==> src/rtl/clk_div_ctrl.sv <==
// Run-time programmable clock divider: a registered divided clock plus rise/fall strobes.
// Half-period updates are taken over a valid/ready slot and applied only on a falling boundary.
module clk_div_ctrl #(
    parameter int          CNT_W        = 16,
    parameter int unsigned DEFAULT_HALF = 4999
) (
    input  logic             clk_in,
    input  logic             rst,
    input  logic             en,
    input  logic             cfg_valid,
    input  logic [CNT_W-1:0] cfg_half,
    output logic             cfg_ready,
    output logic             clk_out,
    output logic             rise_tick,
    output logic             fall_tick,
    output logic             running,
    output logic [CNT_W-1:0] cur_half
);

    localparam logic [1:0] ST_STOP  = 2'd0;
    localparam logic [1:0] ST_RUN   = 2'd1;
    localparam logic [1:0] ST_DRAIN = 2'd2;

    logic [1:0]       state_q, state_d;
    logic [CNT_W-1:0] cnt_q, cnt_d;
    logic             clk_q, clk_d;
    logic             rise_q, rise_d;
    logic             fall_q, fall_d;
    logic [CNT_W-1:0] cur_q, cur_d;
    logic [CNT_W-1:0] pend_q, pend_d;
    logic             full_q, full_d;
    logic             tc;
    logic             xfer;

    assign tc   = (cnt_q == cur_q);
    assign xfer = cfg_valid && !full_q;

    always_comb begin
        state_d = state_q;
        cnt_d   = cnt_q;
        clk_d   = clk_q;
        rise_d  = 1'b0;
        fall_d  = 1'b0;
        cur_d   = cur_q;
        pend_d  = pend_q;
        full_d  = full_q;

        case (state_q)
            ST_STOP: begin
                cnt_d = '0;
                clk_d = 1'b0;
                if (full_q) begin
                    cur_d  = pend_q;
                    full_d = 1'b0;
                end
                if (en) state_d = ST_RUN;
            end
            ST_RUN, ST_DRAIN: begin
                if (!en && !clk_q) begin
                    // Low phase may be cut short; no edge is produced on the way out.
                    state_d = ST_STOP;
                    cnt_d   = '0;
                    clk_d   = 1'b0;
                end else begin
                    if (tc) begin
                        cnt_d  = '0;
                        clk_d  = !clk_q;
                        rise_d = !clk_q;
                        fall_d = clk_q;
                        if (clk_q && full_q) begin
                            cur_d  = pend_q;
                            full_d = 1'b0;
                        end
                    end else begin
                        cnt_d = cnt_q + CNT_W'(1);
                    end
                    if (en)
                        state_d = ST_RUN;
                    else if (tc)
                        state_d = ST_STOP;
                    else
                        state_d = ST_DRAIN;
                end
            end
            default: begin
                state_d = ST_STOP;
                cnt_d   = '0;
                clk_d   = 1'b0;
            end
        endcase

        // Only possible while the slot is empty, so never collides with a release above.
        if (xfer) begin
            pend_d = cfg_half;
            full_d = 1'b1;
        end
    end

    always_ff @(posedge clk_in or posedge rst) begin
        if (rst) begin
            state_q <= ST_STOP;
            cnt_q   <= '0;
            clk_q   <= 1'b0;
            rise_q  <= 1'b0;
            fall_q  <= 1'b0;
            cur_q   <= CNT_W'(DEFAULT_HALF);
            pend_q  <= '0;
            full_q  <= 1'b0;
        end else begin
            state_q <= state_d;
            cnt_q   <= cnt_d;
            clk_q   <= clk_d;
            rise_q  <= rise_d;
            fall_q  <= fall_d;
            cur_q   <= cur_d;
            pend_q  <= pend_d;
            full_q  <= full_d;
        end
    end

    assign cfg_ready = !full_q;
    assign clk_out   = clk_q;
    assign rise_tick = rise_q;
    assign fall_tick = fall_q;
    assign running   = (state_q == ST_RUN) || (state_q == ST_DRAIN);
    assign cur_half  = cur_q;

endmodule

==> config.mk <==
export PLATFORM = sky130hd
export DESIGN_NAME = clk_div_ctrl
export DESIGN_NICKNAME = d
export VERILOG_FILES = /design/src/rtl/clk_div_ctrl.sv
export SDC_FILE = /design/constraint.sdc
export NUM_CORES = 1
export LEC_CHECK = 0
export BUFFER_PORTS_ARGS = -buffer_cell sky130_fd_sc_hd__buf_2
export CORE_ASPECT_RATIO = 1.4
export CORE_UTILIZATION = 55
export DETAILED_ROUTE_END_ITERATION = 10
export HOLD_SLACK_MARGIN = 0.02
export PLACE_DENSITY = 0.77
export SETUP_SLACK_MARGIN = 0.02
export SLEW_MARGIN = 10
export SYNTH_ARGS = -nofsm -noshare
export SYNTH_HDL_FRONTEND = slang
export SYNTH_SLANG_ARGS = --single-unit
==> constraint.sdc <==
create_clock -name clk_in -period 2.75 [get_ports clk_in]
set_input_delay 0.55 -clock clk_in [delete_from_list [all_inputs] [get_ports clk_in]]
set_output_delay 0.55 -clock clk_in [all_outputs]
set_load 0.02 [all_outputs]
==> metrics.yaml <==
timing:
  post-route-period-util: 0.821
  finalClockSkew_ps: 12.5
  rsz0062_at_grt: "no"
  hold_viol: 0
  drv_slew: 0
  fin_crit_ps: 2260
  max_slew_margin: 0.565
  setup-violations-final: 0
  tightest_slew_ps: 653
  tns_ps: 0
  fmax_mhz: 443
synthesis:
  ys_warn_count: 0
  muxShareOfSynthArea: 0.157
  synth_fa_ha_area_frac: 0.0155
  yosysSeqAreaShare: 0.561
  yosysTopAreaCellShare: 0.485
  synth.largest_area_cell: "dfrtp_1"
  synth.area.top_cells: "dfrtp_1 (49%), mux2_2 (15%), xnor2_1 (7.9%)"
  syn-num-nets: 222
  netlist_area_um2: 2420
  synth-xor-area-share: 0.108
  async_flop_share: 1.00
  synth_edf_count: 0
  yosys_register_bits: 54
  synth_cell_types: 26
  syn_inst: 199
  synth_top_family_by_area: "multiplexers"
  avgSynthCellArea_um2: 12.2
  synth-main-ff-cell: "dfrtp_1"
  synth-simple-area-share: 0.121
  synth-compound-area-share: 0.0114
power_and_ir_drop:
  irDropWorstVdd_v: 0.000538
  power_mw: 2.61
  leakage_nw: 1.19
  powerDensity_nw_per_um2: 942
cts:
  clock_latency_ps: 310
  clk_pin_slew_ps: 100
  cts-root-buf: "clkbuf_8"
  cts_max_level: 2
  cts_setup_buffers: 0
  cts_buffer_depth: 2
  ctsResizeCount: 0
  cts_tree: "done"
  clock-sinks: 54
  cts.hold.buffers_added: 0
  cts_inserted_buffers: 5
layout:
  final_util: 0.654
  nNetsFinal: 264
  drive_above_1_share: 0.384
  n_antenna_cell: 0
  postLayoutCellArea_um2: 2770
  n_fill_cell: 350
  syn_to_final_growth_pct: 14.4
die:
  die_w_um: 58.1
  die_h_um: 80.6
  io_pins: 41
  start_util: 0.572
  rows: 28
  core_um2: 4240
  dieArea_um2: 4680
grt:
  grt_overflow_total: 0
  grt_pass1_wl_um: 7210
  grt_pass1_vias: 1566
  track_usage: 0.209
  antenna_found_initial: 0
  grt_max_degree: 55
detailed_routing:
  viasPerCell: 5.09
  first_pass_iters: 4
  drt_iter0_drc: 33
  drt_wl_total_um: 4150
  route.detailed.drc: 0
  routedWlPerCell_um: 13.7
  vias: 1537
  drt.antenna.violating_nets: 0
setup_path:
  crit_fanout: 16
  rr_startpoint: "cur_half[8]"
  reg2regPathDepth: 6
  worst_r2r_endpoint: "cur_half[10]"
  cp-end-kind: "register"
  crit_required_ps: 2950
  r2r_slack_ps: 490
  criticalPathCategory: "reg2reg"
  arrival_ps: 2450
  cp-start-kind: "register"
placement:
  placed_area_um2: 2690
  hpwl_um: 3030
  io_buffers: 40
  gp_congestion: 0.803
run_status:
  status: "completed"
job:
  max-cap-violations: 0
hold_path:
  min_path_type: "in2async"
area by class of cell:
type	instances	area [um^2]	area share
Multi-Input combinational cell	130	1000	0.361
Sequential cell	54	1360	0.490
Tap cell	60	75.1	0.0271
Clock buffer	6	72.6	0.0262
Timing Repair Buffer	43	223	0.0803
Inverter	7	26.3	0.00947
Clock inverter	2	16.3	0.00586
cell usage after synthesis, types with 2 or more instances:
cell type,count
dfstp_2,7
dfrtp_1,47
nand3_1,7
nor2b_1,4
xnor2_1,22
mux2i_1,2
nor2_1,23
clkbuf_2,3
xor2_1,8
inv_1,7
nand4_1,8
mux2_2,32
clkbuf_1,4
and2_1,2
o21ai_0,3
nand2_1,8
ha_1,3
worst max-delay path by stage:
stage	start	to	slack, ps	depth (start not counted)
2_1_floorplan	cur_half[12]	cur_half[15]	270	6
3_3_place_gp	cur_half[12]	cur_half[3]	540	6
3_5_place_dp	cur_half[12]	cur_half[14]	490	6
4_1_cts	cur_half[8]	cur_half[10]	470	6
5_1_grt	cnt_q[6]	cur_half[10]	330	6
6_report	cur_half[8]	cur_half[10]	490	6
layer usage:
metal  up-vias  track usage  part of all wire
met2        30        0.346              0.51
met1       747        0.254              0.43
met3        12       0.0499             0.030
met5         -            0                 0
li1        748            -                 -
met4         0       0.0976             0.030
flip-flops by register name (all words and copies together), names as in the netlist:
name	cells
clk_out	1
cnt_q	16
cur_half	16
fall_tick	1
full_q	1
pend_q	16
rise_tick	1
state_q	2
kinds of logic (layout without fill, tap and decap cells):
kind of cell	count (synthesis)	in the layout
AND/OR/NAND/NOR	58	58
flip-flops	54	54
multiplexers	34	34
XOR/XNOR	30	30
buffers and inverters	15	58
AO/OA/AOI/OAI	5	5
adder cells (fa/ha/maj)	3	3
stage by stage:
step	setup slack [ps]	hold WS, ps	instances
final	493	401	302
after global routing	330	430	302
after CTS	466	426	302
after detailed placement	488	493	294
after global placement	539	487	294
after floorplan	266	475	199
placed cells by master (no fill, tap or decap), types with 2 or more instances in the layout:
| master | netlist | final |
|---|---|---|
| mux2i_1 | 2 | 2 |
| o21ai_0 | 3 | 3 |
| nand3_1 | 7 | 7 |
| dfstp_2 | 7 | 7 |
| xor2_1 | 8 | 8 |
| clkbuf_8 | 0 | 5 |
| nand4_1 | 8 | 8 |
| ha_1 | 3 | 3 |
| inv_1 | 7 | 6 |
| buf_4 | 1 | 3 |
| nor2_1 | 23 | 23 |
| and2_1 | 2 | 2 |
| mux2_2 | 32 | 32 |
| nor2b_1 | 4 | 4 |
| xnor2_1 | 22 | 22 |
| buf_2 | 0 | 40 |
| nand2_1 | 8 | 8 |
| dfrtp_1 | 47 | 47 |
report_power, final:
part           leakage (nW)  internal [mW]  total, mW  switching [mW]
combinational         0.480          0.450      0.890           0.440
sequential            0.670           1.09       1.29           0.199
clock                0.0418          0.183      0.434           0.251
total                  1.19           1.72       2.61           0.889
critical path: stages, from the launching register on:
cell	delay [ps]
dfstp_2	560
xnor2_1	120
nand4_1	170
nor4_4	440
mux2i_1	230
buf_4	260
mux2_2	360
(Power assumes the default switching activity.)
